### src/rtl/rggen_bus_arbiter.sv
// Round-robin arbiter sharing one register-bus slave port among several bus masters.
// Grants whole transactions; an optional watchdog turns a hung access into SLAVE_ERROR.
module rggen_bus_arbiter #(
  parameter int HOSTS          = 2,
  parameter int ADDRESS_WIDTH  = 16,
  parameter int DATA_WIDTH     = 32,
  parameter int TIMEOUT_CYCLES = 0
) (
  input  logic                              clk,
  input  logic                              rst,
  input  logic [HOSTS-1:0]                  host_request,
  input  logic [HOSTS*ADDRESS_WIDTH-1:0]    host_address,
  input  logic [HOSTS-1:0]                  host_direction,
  input  logic [HOSTS*DATA_WIDTH-1:0]       host_write_data,
  input  logic [HOSTS*DATA_WIDTH/8-1:0]     host_write_strobe,
  output logic [HOSTS-1:0]                  host_done,
  output logic [HOSTS-1:0]                  host_read_done,
  output logic [HOSTS-1:0]                  host_write_done,
  output logic [DATA_WIDTH-1:0]             host_read_data,
  output logic [1:0]                        host_status,
  output logic [HOSTS-1:0]                  grant,
  output logic                              bus_request,
  output logic [ADDRESS_WIDTH-1:0]          bus_address,
  output logic                              bus_direction,
  output logic [DATA_WIDTH-1:0]             bus_write_data,
  output logic [DATA_WIDTH/8-1:0]           bus_write_strobe,
  input  logic                              bus_done,
  input  logic [DATA_WIDTH-1:0]             bus_read_data,
  input  logic [1:0]                        bus_status
);

  localparam int StrobeWidth = DATA_WIDTH / 8;
  localparam int IndexWidth  = (HOSTS > 1) ? $clog2(HOSTS) : 1;
  localparam int CountWidth  = (TIMEOUT_CYCLES > 0) ? $clog2(TIMEOUT_CYCLES + 1) : 1;
  localparam logic [CountWidth-1:0] CountLast =
    (TIMEOUT_CYCLES > 0) ? CountWidth'(TIMEOUT_CYCLES - 1) : '0;
  localparam logic [IndexWidth-1:0] IndexLast = IndexWidth'(HOSTS - 1);

  typedef enum logic [1:0] {StIdle, StBusy, StRespond} state_e;

  state_e                  state_q;
  logic [IndexWidth-1:0]   pointer_q;
  logic [IndexWidth-1:0]   index_q;
  logic [HOSTS-1:0]        grant_q;
  logic                    direction_q;
  logic [DATA_WIDTH-1:0]   read_data_q;
  logic [1:0]              status_q;
  logic [CountWidth-1:0]   count_q;

  logic [IndexWidth-1:0]   winner_index;
  logic                    winner_found;
  logic                    timeout;

  // First requester at or after the pointer, wrapping around.
  always_comb begin
    logic [IndexWidth-1:0] idx;
    winner_found = 1'b0;
    winner_index = '0;
    idx          = '0;
    for (int i = 0; i < HOSTS; i++) begin
      idx = IndexWidth'((int'(pointer_q) + i) % HOSTS);
      if (!winner_found && host_request[idx]) begin
        winner_found = 1'b1;
        winner_index = idx;
      end
    end
  end

  assign timeout = (TIMEOUT_CYCLES > 0) && (count_q == CountLast);

  always_ff @(posedge clk) begin
    if (rst) begin
      state_q     <= StIdle;
      pointer_q   <= '0;
      index_q     <= '0;
      grant_q     <= '0;
      direction_q <= 1'b0;
      read_data_q <= '0;
      status_q    <= 2'b00;
      count_q     <= '0;
    end else begin
      unique case (state_q)
        StIdle: begin
          if (winner_found) begin
            grant_q     <= {{(HOSTS-1){1'b0}}, 1'b1} << winner_index;
            index_q     <= winner_index;
            direction_q <= host_direction[winner_index];
            count_q     <= '0;
            state_q     <= StBusy;
          end
        end
        StBusy: begin
          // A downstream completion in the same cycle takes priority over the watchdog.
          if (bus_done) begin
            read_data_q <= bus_read_data;
            status_q    <= bus_status;
            state_q     <= StRespond;
          end else if (timeout) begin
            read_data_q <= '0;
            status_q    <= 2'b10;
            state_q     <= StRespond;
          end else begin
            count_q <= count_q + 1'b1;
          end
        end
        StRespond: begin
          pointer_q <= (index_q == IndexLast) ? '0 : index_q + 1'b1;
          grant_q   <= '0;
          state_q   <= StIdle;
        end
        default: state_q <= StIdle;
      endcase
    end
  end

  assign grant       = grant_q;
  assign bus_request = (state_q == StBusy);

  always_comb begin
    bus_address      = '0;
    bus_direction    = 1'b0;
    bus_write_data   = '0;
    bus_write_strobe = '0;
    if (state_q == StBusy) begin
      bus_address      = host_address[index_q*ADDRESS_WIDTH +: ADDRESS_WIDTH];
      bus_direction    = host_direction[index_q];
      bus_write_data   = host_write_data[index_q*DATA_WIDTH +: DATA_WIDTH];
      bus_write_strobe = host_write_strobe[index_q*StrobeWidth +: StrobeWidth];
    end
  end

  always_comb begin
    host_done       = '0;
    host_read_data  = '0;
    host_status     = 2'b00;
    if (state_q == StRespond) begin
      host_done      = grant_q;
      host_read_data = read_data_q;
      host_status    = status_q;
    end
    host_read_done  = direction_q ? '0 : host_done;
    host_write_done = direction_q ? host_done : '0;
  end

endmodule

### config.mk
export PLATFORM = sky130hd
export DESIGN_NAME = rggen_bus_arbiter
export DESIGN_NICKNAME = d
export VERILOG_FILES = /design/src/rtl/rggen_bus_arbiter.sv
export SDC_FILE = /design/constraint.sdc
export NUM_CORES = 1
export LEC_CHECK = 0
export ABC_AREA = 0
export BUFFER_PORTS_ARGS = -buffer_cell sky130_fd_sc_hd__buf_2
export CAP_MARGIN = 15
export CORE_AREA = 5 5 89 91
export CTS_BUF_LIST = sky130_fd_sc_hd__clkbuf_8 sky130_fd_sc_hd__clkbuf_16
export CTS_CLUSTER_DIAMETER = 60
export CTS_CLUSTER_SIZE = 14
export DETAILED_ROUTE_END_ITERATION = 10
export DIE_AREA = 0 0 94 96
export PLACE_DENSITY = 0.93
export SYNTH_ARGS = -nofsm -noshare
export SYNTH_HDL_FRONTEND = slang
export SYNTH_SLANG_ARGS = --single-unit
### constraint.sdc
create_clock -name clk -period 3.8 [get_ports clk]
set_clock_uncertainty 0.2 [all_clocks]
set_input_delay 0.76 -clock clk [delete_from_list [all_inputs] [get_ports clk]]
set_output_delay 0.76 -clock clk [all_outputs]
set_load 0.01 [all_outputs]
-- After elaboration in Yosys (flattened, before gate mapping)
Cells that the tools add are included.
Widths: inputs -> output; s select.
- add/sub/neg operators: 2
- order comparisons: 4
- equality and inequality tests: 4
- shift operators: 4
- mux-type cells: 27
- reduce and logical (&&, ||, !) cells: 8
- operators by type and width (cell ; count):
    $mux 32 ; 2
    $shiftx 64x7->32 ; 1
    $shiftx 32x6->16 ; 1
    $mux 16 ; 1
    $mux 1 ; 14
    $mux 2 ; 7
    $lt 1x2->1 const B ; 4
    $pmux 2 s2 ; 2
    $reduce_and 2->1 ; 4
    $shiftx 8x4->4 ; 1
    $mux 4 ; 1
    $add 1x1->1 const B ; 2
    $eq 2x1->1 const B ; 1
    $eq 2x2->1 const B ; 1
    $logic_not 2->1 ; 1
    $ne 2x1->1 const B ; 1
    $ne 2x2->1 const B ; 1
    $reduce_bool 2->1 ; 1
    $shl 1x1->2 const A ; 1
    $logic_and 1x1->1 ; 1
    $logic_not 1->1 ; 1
- flip-flop bits (word level): 41
- bits of input ports: 145
- output and inout port bits: 96
- logic and storage cells: 56

-- Depth between registers and ports, before layout
Gate-level depths: netlist of the first run.
- depth after elaboration: 9
- mapped depth: 5
- depth with buffers taken out: 3

-- Worst setup path before layout of the first run
No wires, ideal clock.
- path kind: reg-to-output
- start point: register state_q[1]
- end point: output host_read_data[12]
- data arrival time: 1.014 ns
- data required time: 2.840 ns
- setup slack: 1.826 ns
- cell stages (with the launch flop): 5
- buffers on the path: 2
- path through: dfxtp_1 nor2b_2 buf_4 clkbuf_2 and2_1
- longest elaborated chain between the ends: 2
- ends and longest elaborated chain (element ; RTL line ; RTL):
    from (decl) ; 41 ; state_e state_q;
    from (signal assigned) ; 73 ; state_q <= StIdle;
    from (signal assigned) ; 89 ; state_q <= StBusy;
    from (signal assigned) ; 97 ; state_q <= StRespond;
    $eq 2x2->1 ; 136 ; if (state_q == StRespond) begin
    $mux 32 ; 136 ;
    to (decl) ; 19 ; output logic [DATA_WIDTH-1:0] host_read_data,
Every way passes these cells.

-- Worst setup path in the final report of the first run
- start point: register state_q[1]
- end point: output bus_write_data[2]
- longest elaborated chain between the ends: 2
- ends and longest elaborated chain (element ; RTL line ; RTL):
    $eq 2x1->1 ; 124 ; if (state_q == StBusy) begin
    $mux 32 ; 124 ;
    to (decl) ; 25 ; output logic [DATA_WIDTH-1:0] bus_write_data,
Every way passes these cells.

==> flow_summary_export.csv, run 1 <==
group,metric,value,unit
outcome,status,"finished clean",
placed_design,gp_congestion,0.8461,
setup_path,crit_chain,"nand2b_2, nor2_1, buf_2",
drt,via_per_inst,4.769,
global_route,grtUsageTotal,0.2005,
sta,period_minus_slack,2.774,ns
synth,synth_cell_types,31,
die,core,7059,µm²
hold_path,whs_path_depth,2,
setup_path,worstPathRequired,2.84,ns
finish,drive_gt1_frac,0.4799,
cts,root_buffer,"clkbuf_8",
sta,grt_setup_unrepaired,"false",
setup_path,path_buf_inv,1,
finish,final_cells,672,
synth,yosysSeqAreaShare,0.3100,
power_and_ir_drop,vdd_drop_max,0.2005,mV
hold_path,hold_class,"flip-flop to flip-flop",
setup_path,r2r-start,"state_q[1]",
power_and_ir_drop,p_total,1.146,mW
synth,yosys_warnings,0,
drt,wirelength,9727,µm
placed_design,place_inst,664,
sta,setup_slack,1.027,ns
setup_path,crit_type,"flip-flop to output pin",
finish,final_area,3966,µm²
die,die_area,9024,µm²
synth,synth_fp_nets,494,
die,rows,31,
synth,async_reset_ff_frac,0,
power_and_ir_drop,power.density,288.9,nW/µm²
setup_path,critPathMaxStageDelay,0.80,ns
die,die_w,94,µm
power_and_ir_drop,p_leak,2.028,nW
synth,ys_ff_latch,41,
cts,cts_setup_buffers,0,
sta,worstMarginPinSlew,0.9893,ns
setup_path,arrival,1.81,ns
hold_path,worstHoldStart,"read_data_q[7]",
flow_run,cap_violations,0,
drt,drtAntennaViolNets,0,
setup_path,start_kind,"flip-flop",
cts,cts.path.max_buffers,2,
global_route,grt_pass1_wl,14640,µm
sta,hold_viol,0,
setup_path,slowest_stage,"nand2b_2",
cts,cts_tree,"done",
cts,numCtsBuffers,5,
finish,num-nets-final,717,
finish,diodes,0,
die,ioPinCount,241,
cts,clk_pin_slew_worst_paths,0.08,ns
cts,cts.htree.levels,2,
global_route,grt_antenna_before_repair,2,
synth,synth_edf_count,0,
sta,timing.final.crit_share,0.7299,
cts,cts_hold_buf,0,
synth,avgSynthCellArea,7.586,µm²
setup_path,critPathCaptureType,"output pin",
drt,vias,3205,
setup_path,ff2ff_setup_slack,2.01,ns
synth,synth_flop_cell,"dfxtp_1",
cts,clkLatencyLatePin,0.28,ns
die,die_h,96,µm
sta,timing.hold.ws,0.2543,ns
drt,first_pass_iters,4,
finish,syn_to_final_growth,49.81,%
global_route,grt_pass1_vias,3108,
drt,drt-initial-drc-count,97,
die,floorplan.initialDensity,0.3750,
placed_design,io_buffers,240,
drt,route.detailed.drc,0,
setup_path,path_delay_family,"simple AND/OR/NAND/NOR gates",
sta,fmax,0.3606,GHz
synth,syn_inst,349,
setup_path,rr_endpoint,"state_q[0]",
sta,tns,0,ns
sta,relSlewSlack,0.3405,
setup_path,crit_fanout,55,
cts,clock_sinks,41,
synth,netlist_area,2648,µm²
finish,final_common_cell,"buf_2",
sta,maxSlewViolCount,0,
drt,post_drt_wl_per_cell,14.47,µm
global_route,overflow,0,
setup_path,cp-startpoint,"state_q[1]",
sta,finalSetupViolCount,0,
global_route,grt_max_degree,56,
hold_path,holdPathEnd,"read_data_q[7]",
cts,ctsResizeCount,0,
placed_design,placed_area,3850,µm²
finish,finish.utilization,0.5619,
setup_path,rr_worst_depth,3,
placed_design,dp_hpwl,7963,µm
finish,layout_common_cells,"buf_2, nor2_1, nand2_1, mux2i_1, dfxtp_1",
placed_design,dp_worst_setup_slack,1.348,ns
-- power by group --
group          leakage (nW)  switching [mW]  internal (mW)  total (mW)
clock network        0.0626           0.146          0.212       0.357
logic                  1.63           0.169          0.151       0.320
registers             0.334          0.0172          0.452       0.469
-- logic make-up after synthesis --
logic type | Yosys count | share of synthesized area
muxes | 54 | 0.2042
buffers and inverters | 32 | 0.06946
and+or+nand+nor | 176 | 0.3081
AOI/OAI and AO/OA | 46 | 0.1082
DFF | 41 | 0.3100
-- tightest hold or removal path: cells and delay by family (launching register included) --
kind               cells  cell delay [ns]
AOI/OAI and AO/OA      1             0.05
and+or+nand+nor        1             0.05
DFF                    1             0.31
-- synth_stat cells (4+ instances only) --
cell	count	area, µm²
nand2_1	58	217.7
nor2_1	58	217.7
mux2i_1	54	540.5
dfxtp_1	41	820.8
and2_1	36	225.2
a21oi_1	27	135.1
buf_2	11	55.05
a21oi_2	10	87.58
nand2_2	10	62.56
buf_4	7	52.55
inv_1	4	15.01
-- layer usage --
| metal | vias to the layer above | wire length (µm) | track usage | share of wire |
|---|---|---|---|---|
| li1 | 1579 | - | - | - |
| met1 | 1440 | 3530 | 0.2075 | 0.36 |
| met2 | 153 | 4935 | 0.3749 | 0.51 |
| met3 | 29 | 1008 | 0.07506 | 0.10 |
| met4 | 4 | 225 | 0.06137 | 0.023 |
| met5 | - | 26 | 0 | 0.0027 |
-- final cells by class --
| type | instances | area, µm² |
|---|---|---|
| Inverter | 4 | 15.01 |
| Tap cell | 99 | 123.9 |
| Timing Repair Buffer | 244 | 1244 |
| Clock buffer | 6 | 82.58 |
| Multi-Input combinational cell | 276 | 1645 |
| Sequential cell | 41 | 822.0 |
| Fill cell | 676 | 3093 |
| Clock inverter | 2 | 33.78 |
-- worst max-delay path by stage --
stage,slack (ns),cells past startpoint,end
finish,1.03,3,bus_write_data[2]
global route,0.81,3,bus_write_data[13]
CTS,1.03,3,bus_write_data[24]
detailed placement,1.35,3,bus_write_data[24]
global placement,1.46,4,bus_write_strobe[0]
floorplan,1.83,4,host_read_data[12]
-- registers in the layout (all words and copies together), names as in the netlist --
name         cells
read_data_q     32
pointer_q        1
state_q          2
index_q          1
grant            2
status_q         2
direction_q      1
Note: power is estimated with default switching activity, not from simulation.
==> run 2, diff against run 1 <==
Settings changed: ABC_AREA 0 to 1, CORE_AREA 5 5 89 91 to not set, CORE_MARGIN set to 5, CORE_UTILIZATION set to 33, DIE_AREA 0 0 94 96 to not set, PLACE_DENSITY 0.93 to 0.88.
Clock period 3.8 ns to 2.5 ns, I/O delays scaled along.
==> flow_summary_export.csv, run 2 <==
group,metric,value,unit
setup_path,arrival,1.61,ns
synth,synth_most_common_cell,"nand2_1",
setup_path,critPathMaxStageDelay,0.44,ns
setup_path,cp-startpoint,"index_q",
setup_path,crit_type,"flip-flop to output pin",
setup_path,endpoint,"bus_write_data[6]",
drt,via_per_inst,4.492,
power_and_ir_drop,power.density,427.9,nW/µm²
synth,synth_cell_types,14,
drt,first_pass_iters,4,
die,floorplan.initialDensity,0.3443,
placed_design,gp_congestion,0.9035,
cts,clkLatencyLatePin,0.28,ns
finish,final_common_cell,"buf_2",
cts,cts_tree,"done",
finish,layout_common_cells,"buf_2, nand2_1, nor2_1, a21oi_1, inv_1",
synth,ys_ff_latch,41,
sta,grt_setup_unrepaired,"false",
cts,numCtsBuffers,5,
power_and_ir_drop,p_clk_frac,0.258,
drt,drtAntennaViolNets,0,
setup_path,crit_fanout,45,
drt,wirelength,9847,µm
die,die_area,9497,µm²
synth,yosysSeqAreaShare,0.3252,
synth,syn_inst,446,
sta,fmax,0.4328,GHz
cts,clk_pin_slew_worst_paths,0.08,ns
sta,finalSetupViolCount,0,
setup_path,start_kind,"flip-flop",
global_route,grt_max_degree,56,
placed_design,io_buffers,240,
synth,netlist_area,2524,µm²
synth,yosys-top-cells-area,"dfxtp_1, nand2_1, nor2_1",
setup_path,critPathCaptureType,"output pin",
cts,cts_setup_buffers,0,
finish,largest_reg_flops,32,
power_and_ir_drop,netSwitchingFraction,0.3295,
power_and_ir_drop,p_int,1.104,mW
finish,drive_gt1_frac,0.3875,
sta,tns,0,ns
global_route,grtUsageTotal,0.1904,
power_and_ir_drop,pwr-share-comb,0.299,
hold_path,hold_class,"primary input to flip-flop",
finish,syn_to_final_growth,52.45,%
drt,drt-initial-drc-count,199,
finish,num-nets-final,815,
global_route,grt_antenna_before_repair,2,
flow_run,cap_violations,0,
sta,period_minus_slack,2.311,ns
synth,synth_edf_count,0,
die,rows,31,
setup_path,rr_endpoint,"read_data_q[24]",
drt,route.detailed.drc,0,
cts,cts.path.max_buffers,2,
setup_path,ff2ff_setup_slack,0.61,ns
setup_path,rr_worst_depth,6,
cts,root_buffer,"clkbuf_8",
finish,regMostFlops,"read_data_q",
outcome,status,"finished clean",
sta,maxSlewViolCount,0,
setup_path,path_buf_inv,2,
die,ioPinCount,241,
setup_path,worstPathRequired,1.80,ns
cts,ctsResizeCount,0,
drt,post_drt_wl_per_cell,12.77,µm
power_and_ir_drop,vdd_drop_max,0.2985,mV
die,die_h,97.45,µm
die,core,7331,µm²
synth,yosys_warnings,0,
setup_path,slowest_stage,"dfxtp_2",
die,die_w,97.45,µm
power_and_ir_drop,seqPwrFrac,0.444,
cts,cts.htree.levels,2,
sta,timing.final.crit_share,0.9243,
placed_design,dp_hpwl,7827,µm
sta,hold_viol,0,
synth,synthTopCellsByCount,"nand2_1, nor2_1, a21oi_1",
synth,yosysTopAreaCellShare,0.3252,
setup_path,path_delay_family,"buffers and inverters",
setup_path,crit_chain,"buf_4, nand2_1, a21oi_1, buf_2",
global_route,grt_pass1_vias,3064,
sta,worstMarginPinSlew,0.6013,ns
setup_path,worst-path-stages,4,
synth,synth_flop_cell,"dfxtp_1",
setup_path,r2r-start,"state_q[1]",
synth,synth_fp_nets,591,
synth,yosysTopAreaCell,"dfxtp_1",
global_route,overflow,0,
global_route,grt_pass1_wl,15270,µm
drt,vias,3463,
power_and_ir_drop,p_leak,2.201,nW
cts,clock_sinks,41,
cts,cts_hold_buf,0,
finish,finish.utilization,0.5248,
sta,relSlewSlack,0.5986,
power_and_ir_drop,switchingPower,542.5,µW
synth,async_reset_ff_frac,0,
synth,avgSynthCellArea,5.658,µm²
## run 2: final cells by class
type                            instances  area (µm²)
Antenna cell                            1       2.502
Clock buffer                            5       68.82
Clock inverter                          3       17.52
Fill cell                             792        3483
Inverter                               49       183.9
Multi-Input combinational cell        327        1370
Sequential cell                        41       822.0
Tap cell                               99       123.9
Timing Repair Buffer                  246        1259
## run 2: metrics by stage
stage | hold slack (ns) | std cells | worst slack (ns) | cell area (µm²) | total power [mW]
3_5_place_dp | 0.2461 | 762 | 0.5249 | 3759 | 1.239
2_1_floorplan | 0.2290 | 446 | 0.7670 | 2524 | 1.010
6_report | 0.2284 | 771 | 0.1892 | 3847 | 1.646
4_1_cts | 0.2246 | 770 | 0.2027 | 3845 | 1.665
5_1_grt | 0.2307 | 771 | 0.02973 | 3847 | 1.758
3_3_place_gp | 0.2432 | 762 | 0.5392 | 3759 | 1.233
## run 2: worst min-delay path by stage
stage / depth (start not counted) / to / startpoint / slack, ns
4_1_cts: 3 / read_data_q[18] / bus_read_data[18] / 0.22
3_5_place_dp: 2 / pointer_q / pointer_q / 0.25
2_1_floorplan: 2 / pointer_q / pointer_q / 0.23
3_3_place_gp: 2 / pointer_q / pointer_q / 0.24
6_report: 3 / read_data_q[30] / bus_read_data[30] / 0.23
5_1_grt: 3 / read_data_q[22] / bus_read_data[22] / 0.23
## run 2: power by group through the flow
stage | Combinational, mW | Sequential, mW | Clock, mW
final | 0.492 | 0.730 | 0.424
after global routing | 0.556 | 0.737 | 0.465
after CTS | 0.497 | 0.730 | 0.437
after detailed placement | 0.494 | 0.745 | 0
after global placement | 0.490 | 0.743 | 0
after floorplan | 0.273 | 0.737 | 0
## run 2: worst min-delay path, cell delays in order
cell	delay (ns)
buf_2	0.07
nor2_1	0.03
nor2_1	0.08
## run 2: layer usage
layer / GRT usage / routed length [µm]
met5: 0 / 13
met4: 0.04579 / 157
met3: 0.05958 / 908
met2: 0.3326 / 4948
met1: 0.2264 / 3818
## run 2: logic make-up after synthesis
kind of cell | after synthesis | share of synthesized area
flip-flops | 41 | 0.3252
AND/OR/NAND/NOR | 234 | 0.3585
AO/OA/AOI/OAI | 93 | 0.1844
buffers and inverters | 78 | 0.1319
